==> config.mk <==
export PLATFORM = sky130hd
export DESIGN_NAME = ringbuffer_drain
export DESIGN_NICKNAME = d
export VERILOG_FILES = /design/src/rtl/ringbuffer_drain.sv
export SDC_FILE = /design/constraint.sdc
export NUM_CORES = 1
export LEC_CHECK = 0
export ABC_CLOCK_PERIOD_IN_PS = 2700
export BUFFER_PORTS_ARGS = -buffer_cell sky130_fd_sc_hd__buf_4
export CAP_MARGIN = 20
export CORE_ASPECT_RATIO = 1.4
export CORE_MARGIN = 2
export CORE_UTILIZATION = 50
export DETAILED_ROUTE_END_ITERATION = 8
export PLACE_DENSITY = 0.84
export SLEW_MARGIN = 25
export SYNTH_ARGS = -nofsm -noshare
export SYNTH_HDL_FRONTEND = slang
export SYNTH_SLANG_ARGS = --single-unit
==> constraint.sdc <==
create_clock -name clk -period 2.7 [get_ports clk]
set_clock_uncertainty 0.1 [all_clocks]
set_input_delay 0.54 -clock clk [delete_from_list [all_inputs] [get_ports clk]]
set_output_delay 0.54 -clock clk [all_outputs]
set_load 0.02 [all_outputs]
==> src/rtl/ringbuffer_drain.sv <==
// Drains a ringbuffer: fetches the entry at read_addr from the buffer RAM, streams it
// MSB-first as bytes over a valid/ready interface, optionally appends a terminator, then retires it.
module ringbuffer_drain #(
  parameter int         BITS       = 4,
  parameter int         DATA_WIDTH = 32,
  parameter int         TERM_EN    = 1,
  parameter logic [7:0] TERM_BYTE  = 8'h0a
) (
  input  logic                  clk,
  input  logic                  reset,
  input  logic                  empty,
  input  logic [BITS-1:0]       read_addr,
  output logic                  rd_en,
  input  logic [DATA_WIDTH-1:0] rd_data,
  output logic                  read_done,
  output logic [7:0]            tx_data,
  output logic                  tx_valid,
  input  logic                  tx_ready,
  output logic                  busy
);

  localparam int BYTES = DATA_WIDTH / 8;
  localparam int CW    = (BYTES > 1) ? $clog2(BYTES) : 1;

  typedef enum logic [2:0] {
    IDLE, FETCH, LATCH, SEND, TERM, DONE, SETTLE
  } state_e;

  localparam state_e AFTER_LAST = (TERM_EN != 0) ? TERM : DONE;

  state_e                state, next_state;
  logic [DATA_WIDTH-1:0] latch;
  logic [DATA_WIDTH-1:0] shifted;
  logic [CW-1:0]         byte_cnt;
  logic                  accept;

  // read_addr is wired to the RAM outside this block; it is only carried here for interface symmetry.
  logic unused_read_addr;
  assign unused_read_addr = ^read_addr;

  assign accept  = tx_valid & tx_ready;
  assign shifted = latch << 8;

  assign rd_en     = (state == FETCH);
  assign read_done = (state == DONE);
  assign busy      = (state != IDLE);

  // NOTE: sequential state uses non-blocking assignments so every register samples pre-edge values.
  always_ff @(posedge clk) begin
    if (!reset) state <= IDLE;
    else        state <= next_state;
  end

  // NOTE: next_state gets its default first, so no path through the case can infer a latch.
  always_comb begin
    next_state = state;
    unique case (state)
      IDLE:    if (!empty) next_state = FETCH;
      FETCH:   next_state = LATCH;
      LATCH:   next_state = SEND;
      SEND:    if (accept && byte_cnt == '0) next_state = AFTER_LAST;
      TERM:    if (accept) next_state = DONE;
      DONE:    next_state = SETTLE;
      SETTLE:  next_state = IDLE;
      default: next_state = IDLE;
    endcase
  end

  // Byte datapath; tx_data/tx_valid only move on acceptance, so a stalled byte is held intact.
  always_ff @(posedge clk) begin
    if (!reset) begin
      latch    <= '0;
      byte_cnt <= '0;
      tx_data  <= '0;
      tx_valid <= 1'b0;
    end else begin
      unique case (state)
        LATCH: begin
          latch    <= rd_data;
          byte_cnt <= CW'(BYTES - 1);
          tx_data  <= rd_data[DATA_WIDTH-1 -: 8];
          tx_valid <= 1'b1;
        end
        SEND: begin
          if (accept) begin
            if (byte_cnt == '0) begin
              if (TERM_EN != 0) tx_data  <= TERM_BYTE;
              else              tx_valid <= 1'b0;
            end else begin
              latch    <= shifted;
              tx_data  <= shifted[DATA_WIDTH-1 -: 8];
              byte_cnt <= byte_cnt - 1'b1;
            end
          end
        end
        TERM: begin
          if (accept) tx_valid <= 1'b0;
        end
        default: ;
      endcase
    end
  end

endmodule

Word-level counts from Yosys, hierarchy flattened
Cells that the tools add are included.
- add/subtract/negate cells: 1
- multipliers: 0
- divide/modulo/power cells: 0
- $lt $le $gt $ge: 0
- equality and inequality tests: 10
- shifts and indexed selects: 0
- mux-type cells: 15
- bitwise gates (word level): 1
- reductions and logical operators: 10
- operator list (kind ; number):
    $mux 24 ; 2
    $pmux 24 s2 ; 1
    $pmux 3 s6 ; 1
    $mux 8 ; 2
    $pmux 8 s2 ; 1
    $ne 2x2->1 const B ; 5
    $mux 3 ; 3
    $eq 3x2->1 const B ; 2
    $eq 3x3->1 const B ; 2
    $reduce_and 3->1 ; 2
    $mux 2 ; 2
    $pmux 2 s2 ; 1
    $reduce_and 2->1 ; 2
    $reduce_bool 2->1 ; 2
    $eq 3x1->1 const B ; 1
    $logic_not 3->1 ; 1
    $reduce_bool 3->1 ; 1
    $logic_not 2->1 ; 1
    $pmux 1 s2 ; 1
    $sub 2x1->2 const B ; 1
    $and 1x1->1 ; 1
    $logic_and 1x1->1 ; 1
    $mux 1 ; 1
- bits in registers: 38
- latch bits: 0
- memory bits (writable): 0
- ROM bits: 0
- input bits: 40
- output and inout bits: 12
- logic and storage cells: 42
- memories: 0

Depth between registers and ports, before layout
Gate-level depths: netlist of run 1.
- depth after elaboration: 4
- gate-level depth with buffers: 7
- mapped depth without buffers: 5

Least setup slack after synthesis of run 1
No wires, ideal clock.
- path type: register -> output
- start: register state[0]
- end: output port busy
- data arrival time: 1110 ps
- data required time: 2060 ps
- path slack: 950 ps
- cell stages (with the launch flop): 5
- buffers on the path: 3
- cell sequence: dfxtp_1 > buf_6 > buf_6 > buf_2 > or3_1
- word-level cells in the longest chain between the ends: 1
- ends and longest elaborated chain (item ; line ; RTL):
    from (decl) ; 31 ; state_e state, next_state;
    from (signal assigned) ; 51 ; else state <= next_state;
    $reduce_bool 3->1 ; 46 ; assign busy = (state != IDLE);
    to (decl) ; 19 ; output logic busy
Every way passes these cells.

Final worst setup path of run 1
- start: register state[0]
- end: output port rd_en
- word-level cells in the longest chain between the ends: 1
- ends and longest elaborated chain (item ; line ; RTL):
    $eq 3x1->1 ; 44 ; assign rd_en = (state == FETCH);
    to (decl) ; 13 ; output logic rd_en,
Every way passes these cells.

==> run summary, run 1 <==
post-cts repair resize count -> 0
# setup viols final -> 0
first-pass GRT wire length -> 8000 µm
number of global-route vias before repair -> 1812
Nets -> 316
first drt pass iteration count -> 4
critical path fanouts, max -> 16
static leakage -> 0.000925 µW
Routed WL -> 4940 µm
htree depth -> 2
Post-Syn Area -> 2030 µm²
die extent in x -> 57.8 µm
top post-synthesis cells by count -> dfxtp_1 (38), nand3_1 (33), a31oi_1 (23)
Peak VDD IR -> 0.466 mV
synthesized area per cell -> 8.48 µm²
maxcap violations -> 0
Fin Setup TNS -> 0 ps
top cells by area, synth -> dfxtp_1 (38%), nand3_1 (8.1%), a31oi_1 (7.1%)
gpl congestion -> 0.817
Final Max Tran Viols -> 0
Critical Path AT -> 1490 ps
DRT iter0 DRCs -> 80
clock-pin slew on the worst setup and hold paths -> 80 ps
num rows -> 27
syn_nets -> 280
initial core utilization -> 51.7%
r2r setup slk -> 740 ps
Die Area -> 4590 µm²
Clock Latency Late Sink -> 300 ps
via count -> 1974
RR Endpoint -> byte_cnt[0]
vias per cell -> 6.19
Area Overhead vs Synth -> 19.3%
sequential share of the synthesized area -> 37.5%
IO Port Bufs -> 47
hold-critical path depth -> 2
RSZ-0062 raised after global routing -> false
cells on worst reg2reg path -> 4
Final Hold Fails -> 0
Root Driver -> clkbuf_8
post-route insts no fill -> 319
Max Buffers Root-to-Sink -> 2
top_reg_cell synth -> dfxtp_1
Detail Route Antenna Nets -> 0
CTS Buf Count -> 5
HP Class -> flop to flop
flop and latch count out of synthesis -> 38
Slew HR -> 54.9%
Mapped Cells -> 239
final core occ -> 61.7%
hold-fix buffers at CTS -> 0
HPWL after detailed placement -> 3410 µm
EDFF count, synth -> 0
Tmin final -> 2130 ps
hold path startpoint -> latch[5]
WL/cell -> 15.5 µm
worst hold slack -> 371 ps
CTS tree -> done
# diodes -> 0
area share of the largest cell type after synthesis -> 37.5%
Yosys warning total -> 0
status -> complete, no violations
share of flip-flops with an asynchronous set or reset -> 0%
core area -> 3920 µm²
PwrDens -> 558 nW/µm²
Inst Count DP -> 311
fmax -> 470 MHz
Clock Sinks -> 38
worst-margin pin slew -> 677 ps
hold path endpoint -> latch[5]
synth unique cells -> 41
top-count cell post-synth -> dfxtp_1
# DRC -> 0
CP Class -> flop to output pin
GRT Residual Overflow -> 0
largest net degree at the start of global routing -> 25
Worst R2R Start -> state[2]
crit path launch type -> flop
initial antenna violation count -> 0
share of layout cells above drive strength 1 -> 25.0%
I/O pins -> 52
gr usage total -> 22.3%
post-CTS setup repair buffer count -> 0
CP Capture Type -> output pin
Yosys top cell by area -> dfxtp_1
Die Span Y -> 79.3 µm
final cycle utilization of the critical path -> 78.8%
Worst Path Required -> 2060 ps
-- where the power goes --
group	total [µW]	internal (µW)	switching [µW]
Clock	410	206	203
Combinational	297	142	155
Sequential	642	604	37.8
Total	1350	953	396
-- cells in the final DEF, fill, tap and decap left out, types with 2 or more instances in the layout --
master / netlist / final
a31oi_1: 23 / 23
a21boi_1: 2 / 2
a21oi_1: 21 / 21
and3b_1: 2 / 2
and4bb_2: 2 / 2
o21a_1: 3 / 3
clkbuf_8: 0 / 6
nand2_1: 19 / 19
nor4bb_1: 10 / 10
or3b_1: 2 / 2
a211oi_1: 3 / 3
nand2b_1: 7 / 7
dfxtp_1: 38 / 38
and4bb_1: 4 / 4
o21ai_0: 2 / 2
nand3_1: 33 / 33
inv_1: 4 / 4
o2111ai_1: 2 / 2
o22ai_1: 8 / 8
o221a_1: 4 / 4
nor2_1: 9 / 9
buf_4: 4 / 54
-- final cells by class --
cell class	count	area, µm²
clock buffers	7	86.3
clock inverters	1	5.00
fillers	371	1500
inverters	5	18.8
multi-input cells	171	1090
flip-flops and latches	38	761
well taps	43	53.8
repair buffers	54	405
-- metrics by stage --
step           area, µm²  power (µW)  setup slack [ps]
2_1_floorplan       2030         854               950
3_3_place_gp        2330         941               777
3_5_place_dp        2330         948               781
4_1_cts             2420        1350               595
5_1_grt             2420        1410               450
6_report            2420        1350               572
-- state kept, by name (all words and copies together) (netlist names) --
register / flops
state: 3
tx_data: 8
tx_valid: 1
byte_cnt: 2
latch: 24
-- routing by layer --
metal | up-vias | global-route usage [%] | part of all wire, %
li1 | 966 | - | -
met1 | 923 | 25.8 | 40
met2 | 69 | 36.7 | 50
met3 | 16 | 3.42 | 5.8
met4 | 0 | 16.0 | 3.7
met5 | - | 0 | 0
-- worst max-delay path by stage --
stage                startpoint          end  depth (start not counted)
floorplan              state[0]         busy                          4
global placement    byte_cnt[0]  byte_cnt[0]                          5
detailed placement  byte_cnt[0]     latch[7]                          5
CTS                    state[0]        rd_en                          3
global route           state[0]        rd_en                          3
finish                 state[0]        rd_en                          3
-- logic make-up (layout without fill, tap and decap cells) --
family                     count (synthesis)  after routing  share of synthesized area [%]
AOI/OAI and AO/OA                         74             74                           24.4
adders and majority gates                  1              1                          0.617
buffers and inverters                     30             67                           8.76
DFF                                       38             38                           37.5
and+or+nand+nor                           96             96                           28.7
-- worst max-delay path, stage by stage (launching register included) --
cell and delay (ps):
dfxtp_1 650, inv_2 150, nor3_1 210, buf_4 190
Note: power is estimated with default switching activity, not from simulation.
==> run 2: changes to the inputs <==
--- a/config.mk
+++ b/config.mk
@@ -5,14 +5,14 @@
 export SDC_FILE = /design/constraint.sdc
 export NUM_CORES = 1
 export LEC_CHECK = 0
-export ABC_CLOCK_PERIOD_IN_PS = 2700
+export ABC_CLOCK_PERIOD_IN_PS = 1700
 export BUFFER_PORTS_ARGS = -buffer_cell sky130_fd_sc_hd__buf_4
 export CAP_MARGIN = 20
 export CORE_ASPECT_RATIO = 1.4
 export CORE_MARGIN = 2
-export CORE_UTILIZATION = 50
+export CORE_UTILIZATION = 47
 export DETAILED_ROUTE_END_ITERATION = 8
-export PLACE_DENSITY = 0.84
+export PLACE_DENSITY = 0.83
 export SLEW_MARGIN = 25
 export SYNTH_ARGS = -nofsm -noshare
 export SYNTH_HDL_FRONTEND = slang
==> constraint.sdc (replaced) <==
create_clock -name clk -period 1.7 [get_ports clk]
set_clock_uncertainty 0.1 [all_clocks]
set_input_delay 0.34 -clock clk [delete_from_list [all_inputs] [get_ports clk]]
set_output_delay 0.34 -clock clk [all_outputs]
set_load 0.02 [all_outputs]
==> run 2 against run 1 <==
  * Critical path depth shrank 1
  * Total power increased by 86%
  * Global-route usage is 0.37 points higher
  * Core utilization is 1.1 points higher
  * Die area up 6.0%
  * Non-clock buffer count increased by 13
  * Count of clock-buffer cells in the layout is 1 lower
  * Setup slack worse by 530 ps
  * Sequential power increased by 59%
  * Final cell count grew 4.7%
  * First-iteration DRC count shrank 3.8%
  * Via count grew 4.6%
==> run summary, run 2 (synthesis results as in run 1) <==
status -> complete, no violations
sequential power share -> 40.7%
GRT Residual Overflow -> 0
Tmin final -> 1660 ps
share of layout cells above drive strength 1 -> 30.8%
core area -> 4200 µm²
vias per cell -> 6.18
Largest regs -> latch: 24 flops, tx_data: 8 flops, state: 3 flops
crit-path leading delay family -> flip-flops
IO Port Bufs -> 47
initial core utilization -> 48.2%
hold-fix buffers at CTS -> 0
Slew HR -> 76.2%
num rows -> 28
most frequent cells in the layout -> buf_4 (63), dfxtp_1 (35), nand3_1 (33), a31oi_1 (23), a21oi_1 (21)
largest net degree at the start of global routing -> 24
CP Capture Type -> output pin
die extent in x -> 59.5 µm
RSZ-0062 raised after global routing -> false
# diodes -> 0
HP Class -> input port to flop
first drt pass iteration count -> 4
Die Span Y -> 81.7 µm
worst-path cell chain -> or3_4, buf_6
Die Area -> 4860 µm²
HPWL after detailed placement -> 3580 µm
Detail Route Antenna Nets -> 0
number of global-route vias before repair -> 1898
Root Driver -> clkbuf_8
crit path launch type -> flop
htree depth -> 2
CTS tree -> done
first-pass GRT wire length -> 8400 µm
static leakage -> 0.00103 µW
Nets -> 329
slowest cell delay on critical path -> 410 ps
Peak VDD IR -> 0.587 mV
via count -> 2065
clock-pin slew on the worst setup and hold paths -> 80 ps
gpl congestion -> 0.823
Critical Path AT -> 1220 ps
most common cell after layout, fill and taps aside -> buf_4
Final Max Tran Viols -> 0
DRT iter0 DRCs -> 77
PwrDens -> 951 nW/µm²
initial antenna violation count -> 0
worst-margin pin slew -> 357 ps
Worst Path Required -> 1260 ps
sw frac -> 25.9%
internal power -> 1860 µW
Largest register FFs -> 24
combinational share of power -> 21.4%
worst hold slack -> 205 ps
I/O pins -> 52
# DRC -> 0
CP Buf/Inv Count -> 1
Top reg by flops -> latch
hold-critical path depth -> 3
Area Overhead vs Synth -> 30.2%
Crit-path slowest cell -> dfxtp_4
Clock Latency Late Sink -> 300 ps
CTS Buf Count -> 5
Psw -> 649 µW
Max Buffers Root-to-Sink -> 2
final cycle utilization of the critical path -> 97.8%
Final Hold Fails -> 0
Critical Path Stages -> 2
Fin Setup TNS -> 0 ps
# setup viols final -> 0
maxcap violations -> 0
fmax -> 602 MHz
cells on worst reg2reg path -> 5
CP Class -> flop to output pin
gr usage total -> 22.7%
Clock Sinks -> 38
WL/cell -> 15.9 µm
Clk pwr share -> 37.9%
critical path fanouts, max -> 13
Routed WL -> 5300 µm
-- run 2: changes by cell type in the layout (fill, tap and decap cells not counted), moves of 2 or more --
cell and delta:
buf_4 +9, dfxtp_1 -3, dfxtp_4 +3, bufinv_16 +2
-- run 2: cell type report --
class / instances / area [µm²]
Clock buffer: 6 / 82.6
Clock inverter: 2 / 60.1
Fill cell: 359 / 1560
Inverter: 5 / 18.8
Multi-Input combinational cell: 171 / 1110
Sequential cell: 38 / 772
Tap cell: 45 / 56.3
Timing Repair Buffer: 67 / 544
-- run 2: per-stage QoR --
stage / setup WS (ps) / utilization [%] / instances / instance area [µm²] / power, µW
after detailed placement: 153 / 57.7 / 321 / 2430 / 1540
after global placement: 170 / 57.7 / 321 / 2430 / 1530
after CTS: 21.8 / 62.8 / 334 / 2640 / 2510
after floorplan: 150 / - / 239 / 2030 / 1360
after global routing: 9.73 / 62.8 / 334 / 2640 / 2620
final: 38.2 / 62.8 / 334 / 2640 / 2510
-- run 2: timing repair --
action,CTS,global route
setup buffers,5,1
setup endpoints to repair,3,3
hold endpoints to repair,0,0
cloned,1,0
gates resized for setup,8,3
-- run 2: final timing paths --
path | startpoint | slack [ps] | to
hold reg to reg | latch[6] | 370 | latch[6]
setup / recovery | state[1] | 40 | busy
setup reg to reg | state[1] | 120 | byte_cnt[0]
hold / removal | rd_data[6] | 200 | latch[6]
-- run 2: per-layer routing --
metal / share of wire, % / track usage (%) / up-vias
met2: 51 / 38.1 / 107
met4: 3.8 / 12.4 / 0
li1: - / - / 992
met3: 7.0 / 5.98 / 20
met5: 0 / 0 / -
met1: 38 / 25.8 / 946
-- run 2: worst reg2reg max path, cell delays in order, from the launching register on --
cell and delay (ps):
dfxtp_4 450, buf_4 160, nand2b_1 150, buf_4 210
a21oi_4 250, a22o_1 190
-- run 2: power by group through the flow --
stage | logic [µW] | registers [µW] | clock network [µW]
floorplan | 317 | 1040 | 0
CTS | 531 | 1020 | 957
global placement | 496 | 1030 | 0
finish | 538 | 1020 | 951
detailed placement | 506 | 1030 | 0
global route | 581 | 1030 | 1010
